File: src/rtl/cpu_types_pkg.sv
// cpu_types_pkg: shared CPU datapath types plus the ALU arbiter state encoding.
package cpu_types_pkg;

    typedef logic [31:0] word_t;

    typedef enum logic [3:0] {
        ALU_SLL  = 4'd0,
        ALU_SRL  = 4'd1,
        ALU_ADD  = 4'd2,
        ALU_SUB  = 4'd3,
        ALU_AND  = 4'd4,
        ALU_OR   = 4'd5,
        ALU_XOR  = 4'd6,
        ALU_NOR  = 4'd7,
        ALU_SLT  = 4'd8,
        ALU_SLTU = 4'd9
    } aluop_t;

    typedef enum logic [1:0] {
        IDLE = 2'd0,
        EXEC = 2'd1,
        RESP = 2'd2
    } arb_state_t;

endpackage

File: src/rtl/rr_picker.sv
// rr_picker: combinational round-robin pick; first valid requester at or above rr_ptr, wrapping.
module rr_picker #(
    parameter int NREQ = 2,
    parameter int GW   = (NREQ > 1) ? $clog2(NREQ) : 1
) (
    input  logic [NREQ-1:0] req_valid,
    input  logic [GW-1:0]   rr_ptr,
    output logic [NREQ-1:0] gnt_oh,
    output logic [GW-1:0]   gnt_idx
);

    logic          found;
    logic [GW-1:0] idx;

    always_comb begin
        gnt_oh  = '0;
        gnt_idx = '0;
        found   = 1'b0;
        idx     = '0;
        for (int k = 0; k < NREQ; k++) begin
            idx = GW'((int'(rr_ptr) + k) % NREQ);
            if (!found && req_valid[idx]) begin
                found       = 1'b1;
                gnt_oh[idx] = 1'b1;
                gnt_idx     = idx;
            end
        end
    end

endmodule

File: src/rtl/alu_arbiter.sv
// alu_arbiter: shares one combinational ALU among NREQ requesters, round-robin,
// one operation in flight; the result is held until its owner acknowledges it.
module alu_arbiter
    import cpu_types_pkg::*;
#(
    parameter int NREQ = 2,
    parameter int GW   = (NREQ > 1) ? $clog2(NREQ) : 1
) (
    input  logic            CLK,
    input  logic            nRST,
    input  logic [NREQ-1:0] req_valid,
    output logic [NREQ-1:0] req_ready,
    input  aluop_t          req_aluop [NREQ],
    input  word_t           req_portA [NREQ],
    input  word_t           req_portB [NREQ],
    output aluop_t          alu_aluop,
    output word_t           alu_portA,
    output word_t           alu_portB,
    input  word_t           alu_outport,
    input  logic            alu_zero,
    input  logic            alu_negative,
    input  logic            alu_overflow,
    output logic [NREQ-1:0] resp_valid,
    output word_t           resp_data,
    output logic            resp_zero,
    output logic            resp_negative,
    output logic            resp_overflow,
    input  logic [NREQ-1:0] resp_ack
);

    arb_state_t    state_q, state_d;
    logic [GW-1:0] rr_ptr_q, rr_ptr_d;
    logic [GW-1:0] grant_q, grant_d;
    aluop_t        op_q, op_d;
    word_t         a_q, a_d;
    word_t         b_q, b_d;
    word_t         rdata_q, rdata_d;
    logic          rz_q, rz_d;
    logic          rn_q, rn_d;
    logic          ro_q, ro_d;

    logic [NREQ-1:0] pick_oh;
    logic [GW-1:0]   pick_idx;

    rr_picker #(.NREQ(NREQ), .GW(GW)) u_pick (
        .req_valid (req_valid),
        .rr_ptr    (rr_ptr_q),
        .gnt_oh    (pick_oh),
        .gnt_idx   (pick_idx)
    );

    // Ready is held low while reset is asserted even though the state register sits in IDLE.
    assign req_ready     = (state_q == IDLE && nRST) ? pick_oh : '0;
    assign resp_valid    = (state_q == RESP) ? (NREQ'(1) << grant_q) : '0;
    assign alu_aluop     = op_q;
    assign alu_portA     = a_q;
    assign alu_portB     = b_q;
    assign resp_data     = rdata_q;
    assign resp_zero     = rz_q;
    assign resp_negative = rn_q;
    assign resp_overflow = ro_q;

    always_comb begin
        state_d  = state_q;
        rr_ptr_d = rr_ptr_q;
        grant_d  = grant_q;
        op_d     = op_q;
        a_d      = a_q;
        b_d      = b_q;
        rdata_d  = rdata_q;
        rz_d     = rz_q;
        rn_d     = rn_q;
        ro_d     = ro_q;
        case (state_q)
            IDLE: if (|pick_oh) begin
                op_d    = req_aluop[pick_idx];
                a_d     = req_portA[pick_idx];
                b_d     = req_portB[pick_idx];
                grant_d = pick_idx;
                state_d = EXEC;
            end
            EXEC: begin
                rdata_d = alu_outport;
                rz_d    = alu_zero;
                rn_d    = alu_negative;
                ro_d    = alu_overflow;
                state_d = RESP;
            end
            RESP: if (resp_ack[grant_q]) begin
                rr_ptr_d = (grant_q == GW'(NREQ - 1)) ? '0 : grant_q + 1'b1;
                state_d  = IDLE;
            end
            default: state_d = IDLE;
        endcase
    end

    always_ff @(posedge CLK or negedge nRST) begin
        if (!nRST) begin
            state_q  <= IDLE;
            rr_ptr_q <= '0;
            grant_q  <= '0;
            op_q     <= ALU_SLL;
            a_q      <= '0;
            b_q      <= '0;
            rdata_q  <= '0;
            rz_q     <= 1'b0;
            rn_q     <= 1'b0;
            ro_q     <= 1'b0;
        end else begin
            state_q  <= state_d;
            rr_ptr_q <= rr_ptr_d;
            grant_q  <= grant_d;
            op_q     <= op_d;
            a_q      <= a_d;
            b_q      <= b_d;
            rdata_q  <= rdata_d;
            rz_q     <= rz_d;
            rn_q     <= rn_d;
            ro_q     <= ro_d;
        end
    end

endmodule

File: config.mk
export PLATFORM = sky130hd
export DESIGN_NAME = alu_arbiter
export DESIGN_NICKNAME = d
export VERILOG_FILES = /design/src/rtl/cpu_types_pkg.sv /design/src/rtl/rr_picker.sv /design/src/rtl/alu_arbiter.sv
export SDC_FILE = /design/constraint.sdc
export NUM_CORES = 1
export LEC_CHECK = 0
export ABC_AREA = 0
export BUFFER_PORTS_ARGS = -buffer_cell sky130_fd_sc_hd__buf_4
export CAP_MARGIN = 20
export CORE_MARGIN = 1
export CORE_UTILIZATION = 36
export CTS_BUF_LIST = sky130_fd_sc_hd__clkbuf_16
export DETAILED_ROUTE_END_ITERATION = 8
export PLACE_DENSITY_LB_ADDON = 0.12
export SETUP_SLACK_MARGIN = 0.5
export SYNTH_ARGS = -nofsm -noshare
export SYNTH_HDL_FRONTEND = slang
export SYNTH_SLANG_ARGS = --single-unit
File: constraint.sdc
create_clock -name CLK -period 1.7 [get_ports CLK]
set_input_delay 0.255 -clock CLK [delete_from_list [all_inputs] [get_ports CLK]]
set_output_delay 0.255 -clock CLK [all_outputs]
set_load 0.02 [all_outputs]
==> metrics.md, run 1 <==
| Metric | Value |
|---|---|
| Status | complete, no violations |
| CTS max path bufs | 2 |
| Core area | 13300 µm² |
| Via-to-Cell Ratio | 5.52 |
| Critical path class | register to register |
| Switching part of the total | 40.1% |
| CP Capture Type | register |
| Finish-stage setup viols | 0 |
| Final Skew | 6.37 ps |
| CP Max Fanout | 6 |
| Cell with the most instances after synthesis | dfrtp_1 |
| Peak VDD IR | 0.977 mV |
| DR WL met3 | 1610 µm |
| Synthesized net count | 671 |
| Slowest-stage cell, CP | dfrtp_1 |
| DP HPWL | 11500 µm |
| Fin util | 65.3% |
| Initial Utilization | 37.3% |
| Crit path DAT | 1830 ps |
| Global Route Usage Sum | 26.2% |
| NetSw | 0.00695 W |
| Seq. cell area | 2680 µm² |
| Pins Over Slew Limit | 0 |
| Hold crit path type | input pin to register |
| Top sig layer | met5 |
| Worst EP required | 1920 ps |
| WL met2 | 9550 µm |
| Die area | 14300 µm² |
| CTS tree | built |
| Antenna Cells | 0 |
| Final Cycle Share | 94.5% |
| Row cnt | 42 |
| Crit path top cell by count | buf_6 |
| Htree depth | 3 |
| Worst slew margin | 59.2% |
| Area taken by multi-input logic gates | 2360 µm² |
| Async set-reset flop share out of synthesis | 100% |
| Max Freq | 623 MHz |
| Critical-path cell list | nor2_4 -> buf_6 -> buf_6 -> buf_6 -> nand2_8 -> clkinv_8 -> buf_4 -> buf_6 -> buf_16 -> a31oi_4 |
| Comb pwr share | 61.4% |
| Non-Filler Instances | 971 |
| 1st-pass router iterations | 5 |
| Average wire per standard cell | 19.8 µm |
| Grt ovf | 0 |
| Clock group share of total power | 11.6% |
| Die Span Y | 120 µm |
| DRC viols | 0 |
| Slew at the pin with the worst max-slew slack | 612 ps |
| Top cells by area, synth | dfrtp_1, mux2_2, a31oi_1, a21oi_1, o21ai_0 |
| P&R area growth vs syn | 74.9% |
| RSZ-0062 raised after global routing | true |
| Final Wtd Congestion | 0.789 |
| # fillers | 1065 |
| Io pins | 284 |
| Synth cell count leaders | dfrtp_1, a21oi_1, o21ai_0, nand3_1, a31oi_1 |
| Worst-skew pair later-pin latency | 350 ps |
| Initial antenna violation count | 1 |
| Startpoint Class | register |
| Max Cap Violations | 0 |
| Die Wd | 120 µm |
| DR iter-0 viols | 403 |
| Syn Inst Count | 494 |
| Mean Syn Cell Area | 10.1 µm² |
| Synth cell types | 22 |
| Final hold violations | 0 |
| Clock root cell | clkbuf_16 |
| Largest area contributor in the netlist | dfrtp_1 |
| Setup TNS | 0 ps |
| Number of synthesized flops with an enable pin | 0 |
| Wl on met1 | 7580 µm |
| Sequential cell area fraction in the yosys report | 53.7% |
| Clock Pin Slew Worst Setup and Hold Paths | 80 ps |
| Yosys reg bits | 107 |
| Leak | 3.90 nW |
| Synth Cell Area | 4980 µm² |
| Via count | 5360 |
| Final Cell Area | 8710 µm² |
| TritonCTS buffer count | 9 |
| Synth top area share | 53.7% |
| Sequential power share | 27.0% |
| Clock sinks | 107 |
| Pwr dens | 1990 nW/µm² |
| Routed Antenna Nets | 0 |
| P_int | 0.0104 W |
| Placed cell area | 7370 µm² |
| Vias in the first global route | 5274 |
| Placed insts | 915 |
| Layout Nets | 967 |
| Main flop type after synthesis | dfrtp_1 |
| Total Wirelength | 19200 µm |
| First-pass GRT wire length | 28900 µm |
| Layout cells sized above 1 | 55.6% |
| Largest net degree at the start of global routing | 84 |
| Yosys warns | 0 |
| Number of port buffers | 283 |
| Worst path max stage delay | 420 ps |
| Crit path time final | 1610 ps |
| Hold slack | 129 ps |
==> cell type report <==
type                    count  area share [%]
inverters                   4           0.316
multi-input cells         327            27.1
clock inverters             7           0.560
flip-flops and latches    107            30.8
well taps                 176            2.53
repair buffers            341            36.1
clock buffers               9            2.59
==> worst max-delay path, delay by kind of cell, from the launching register on <==
family                 cells  cell delay (ps)
and+or+nand+nor            2              240
DFF                        1              420
buffers and inverters      7              750
AOI/OAI and AO/OA          1               70
==> per-stage QoR <==
step	setup WS, ps	total power [W]
2_1_floorplan	367	0.00924
3_3_place_gp	237	0.0123
3_5_place_dp	146	0.0124
4_1_cts	103	0.0165
5_1_grt	57.5	0.0181
6_report	94.0	0.0173
==> kinds of logic (layout without fill, tap and decap cells) <==
group / after synthesis / after routing / share of synthesized area (%)
AO/OA/AOI/OAI: 211 / 211 / 24.3
buffers and inverters: 60 / 361 / 5.78
flip-flops: 107 / 107 / 53.7
multiplexers: 35 / 35 / 7.91
AND/OR/NAND/NOR: 81 / 81 / 8.31
==> path summary, 6_finish.rpt <==
kind,slack (ps),to,depth (start not counted),from
max,90,alu_portA[31]$_DFFE_PN0P_,10,state_q[1]$_DFFE_PN0P_
min,130,resp_data[26]$_DFFE_PN0N_,2,alu_outport[26]
max reg2reg,90,alu_portA[31]$_DFFE_PN0P_,10,state_q[1]$_DFFE_PN0P_
min reg2reg,510,resp_data[2]$_DFFE_PN0N_,1,resp_data[2]$_DFFE_PN0N_
max in group asynchronous,710,state_q[0]$_DFFE_PN0P_,3,nRST
min in group asynchronous,570,alu_portB[15]$_DFFE_PN0P_,3,nRST
==> cell usage in the layout, fill, tap and decap left out, types with 2 or more instances in the layout <==
| cell type | Yosys | routed |
|---|---|---|
| buf_4 | 1 | 291 |
| dfrtp_1 | 107 | 105 |
| nand3_1 | 69 | 68 |
| a21oi_1 | 70 | 59 |
| o21ai_0 | 70 | 51 |
| a31oi_1 | 59 | 43 |
| mux2_2 | 35 | 26 |
| o21ai_1 | 1 | 20 |
| buf_6 | 5 | 18 |
| a31oi_2 | 10 | 14 |
| buf_12 | 0 | 13 |
| a31oi_4 | 0 | 12 |
| buf_16 | 0 | 11 |
| a21oi_2 | 0 | 10 |
| clkbuf_16 | 0 | 10 |
| mux2_4 | 0 | 9 |
| bufbuf_16 | 0 | 4 |
| inv_6 | 0 | 3 |
| nand2b_4 | 0 | 2 |
| nor2_1 | 3 | 2 |
| nor2_4 | 0 | 2 |
| inv_2 | 2 | 2 |
| and3_4 | 0 | 2 |
| clkinvlp_4 | 0 | 2 |
| clkinv_1 | 0 | 2 |
| buf_8 | 0 | 2 |
| dfrtp_2 | 0 | 2 |
==> registers in the layout (all words and copies together), names as in the netlist <==
name / count
alu_portB: 32
resp_zero: 1
resp_overflow: 1
alu_aluop: 4
grant_q: 1
alu_portA: 32
resp_negative: 1
resp_data: 32
rr_ptr_q: 1
state_q: 2
==> metal layers <==
layer | vias up | global-route usage [%]
met5 | - | 0
met4 | 2 | 10.9
met3 | 34 | 6.84
met2 | 287 | 43.2
met1 | 2594 | 32.5
li1 | 2443 | -
==> what timing repair did <==
action,in CTS,in global routing
hold endpoints to repair,55,0
hold buffers,1,0
setup endpoints to repair,100,115
gates cloned,15,1
gates resized for setup,39,49
setup buffers,17,6
pin swaps,1,4
==> power groups by stage <==
| stage | Combinational (W) | Sequential (W) | Clock [W] |
|---|---|---|---|
| CTS | 0.00984 | 0.00465 | 0.00204 |
| finish | 0.0106 | 0.00468 | 0.00201 |
| detailed placement | 0.00774 | 0.00470 | 0 |
| floorplan | 0.00311 | 0.00613 | 0 |
| global placement | 0.00762 | 0.00464 | 0 |
| global route | 0.0112 | 0.00483 | 0.00213 |
Power figures use the tool's default switching activity.
==> run 2, diff against run 1 <==
Clock period 1.7 ns to 1.95 ns, I/O delays scaled along.
==> metrics.md, run 2 (synthesized netlist as in run 1, its figures left out) <==
| Metric | Value |
|---|---|
| Layout cells sized above 1 | 50.7% (-4.9 points) |
| Largest net degree at the start of global routing | 89 (+6.0%) |
| Final Cell Area | 8060 µm² (-7.5%) |
| Worst EP required | 1660 ps (-260 ps) |
| Clock Pin Slew Worst Setup and Hold Paths | 60 ps (-20 ps) |
| Io pins | 284 (unchanged) |
| Clock sinks | 107 (unchanged) |
| Smallest setup slack after layout | 286 ps (+192 ps) |
| Pwr dens | 1670 nW/µm² (-16%) |
| Average wire per standard cell | 19.4 µm (-1.9%) |
| DP HPWL | 11400 µm (-0.59%) |
| Global Route Usage Sum | 23.8% (-2.4 points) |
| Die area | 14300 µm² (unchanged) |
| CTS max path bufs | 2 (unchanged) |
| Placed cell area | 7240 µm² (-1.7%) |
| Slew at the pin with the worst max-slew slack | 909 ps (+296 ps) |
| Clock root cell | clkbuf_16 |
| Row cnt | 42 (unchanged) |
| Fin util | 60.3% (-4.9 points) |
| Startpoint Class | register |
| First-pass GRT wire length | 26500 µm (-8.4%) |
| Crit path time final | 1660 ps |
| Via count | 5173 (-3.5%) |
| Max Cap Violations | 0 (unchanged) |
| Setup TNS | 0 ps (unchanged) |
| Die Wd | 120 µm (unchanged) |
| Global-route track usage on met3 | 5.47% (-1.4 points) |
| CTS tree | built |
| Initial Utilization | 37.3% (unchanged) |
| Final Skew | 4.91 ps (-1.47 ps) |
| Critical-path cell list | nor2_4 -> buf_4 -> and3_4 -> buf_6 |
| TritonCTS buffer count | 9 (unchanged) |
| Grt met2 use | 40.4% (-2.9 points) |
| Delay-heaviest family, CP | flip-flops |
| Critical path class | register to primary output |
| Commonest non-fill, non-tap cell in the layout | buf_4 |
| Final Wtd Congestion | 0.825 (+4.6%) |
| Vias in the first global route | 5178 (-1.8%) |
| Total Wirelength | 18400 µm (-4.3%) |
| Die Span Y | 120 µm (unchanged) |
| 1st-pass router iterations | 5 (unchanged) |
| Initial antenna violation count | 0 (-1) |
| CP Max Fanout | 4 (-2) |
| Via-to-Cell Ratio | 5.46 (-1.0%) |
| Pins Over Slew Limit | 0 (unchanged) |
| Finish-stage setup viols | 0 (unchanged) |
| Slowest-stage cell, CP | dfrtp_1 |
| Worst slew margin | 39.2% (-20 points) |
| Status | complete, no violations |
| DR iter-0 viols | 265 (-34%) |
| Hold crit path type | input pin to asynchronous set/reset pin |
| DRC viols | 0 (unchanged) |
| Antenna Cells | 0 (unchanged) |
| RSZ-0062 raised after global routing | true |
| Worst path max stage delay | 410 ps (about the same) |
| Most frequent cells in the layout | buf_4, dfrtp_1, a21oi_1, nand3_1 |
| Grt ovf | 0 (unchanged) |
| Final Cycle Share | 85.3% |
| Busiest grt layer | met2 |
| Overall power | 0.0135 W (-22%) |
| Final hold violations | 0 (unchanged) |
| Worst-skew pair later-pin latency | 350 ps (about the same) |
| Routed Antenna Nets | 0 (unchanged) |
| Htree depth | 3 (unchanged) |
| Minimum setup slack after placement | 336 ps (+190 ps) |
| Peak VDD IR | 0.790 mV (-19%) |
| CP bufs+invs | 2 (-5) |
| Crit path DAT | 1370 ps (-460 ps) |
| Number of port buffers | 283 (unchanged) |
| Core area | 13300 µm² (unchanged) |
| Leak | 3.72 nW (-4.6%) |
| P&R area growth vs syn | 61.7% |
| CP Capture Type | primary output |
| Met1 Use GR | 28.1% (-4.4 points) |
| Layout Nets | 946 (-2.2%) |
| Max Freq | 601 MHz |
-- run 2: cell types whose count changed in the layout (fill, tap and decap cells not counted), moves of 3 or more --
cell | previous run | this run
mux2_2 | 26 | 12
a31oi_4 | 12 | 0
a31oi_2 | 14 | 10
o21ai_1 | 20 | 11
buf_16 | 11 | 2
a21oi_2 | 10 | 0
clkbuf_16 | 10 | 13
a31oi_1 | 43 | 59
o21ai_0 | 51 | 59
bufbuf_16 | 4 | 1
buf_6 | 18 | 8
a21oi_1 | 59 | 69
inv_6 | 3 | 0
mux2_4 | 9 | 23
-- run 2: timing repair --
item / CTS / global route
gates cloned: 3 / 7
hold buffers: 1 / 0
setup buffers: 9 / 2
pin swaps: 4 / 1
setup endpoints to repair: 66 / 89
hold endpoints to repair: 19 / 0
resized for setup: 21 / 48
-- run 2: final timing paths --
path / from / cells past startpoint / slack, ps / to
max in group asynchronous: nRST / 2 / 680 / alu_portA[8]$_DFFE_PN0P_
worst max register to register: state_q[1]$_DFFE_PN0P_ / 5 / 450 / resp_data[22]$_DFFE_PN0N_
worst max-delay path: state_q[0]$_DFFE_PN0P_ / 4 / 290 / req_ready[1]
worst min-delay path: nRST / 2 / 60 / resp_data[8]$_DFFE_PN0N_
worst min register to register: resp_data[15]$_DFFE_PN0N_ / 1 / 510 / resp_data[15]$_DFFE_PN0N_
min in group CLK: alu_outport[12] / 2 / 180 / resp_data[12]$_DFFE_PN0N_
-- run 2: stage by stage --
stage | instances | hold slack (ps)
5_1_grt | 947 | 93.8
3_3_place_gp | 912 | 213
3_5_place_dp | 912 | 210
6_report | 947 | 60.4
2_1_floorplan | 494 | -3.09
4_1_cts | 938 | 73.0
-- run 2: power by group --
part	switching, W	leakage, nW	internal [W]
sequential	0.000698	1.21	0.00337
clock	0.000780	0.118	0.000836
combinational	0.00400	2.39	0.00377
-- run 2: final cells by class --
cell class	count	area [µm²]
flip-flops and latches	107	2680
clock inverters	4	22.5
inverters	4	22.5
fillers	1138	5290
repair buffers	320	2710
multi-input cells	327	2180
well taps	176	220
clock buffers	9	225
-- run 2: metal layers --
metal / vias up / part of all wire [%]
met5: - / 0
met4: 0 / 4.0
li1: 2378 / -
met1: 2476 / 39
met3: 53 / 7.2
met2: 266 / 50
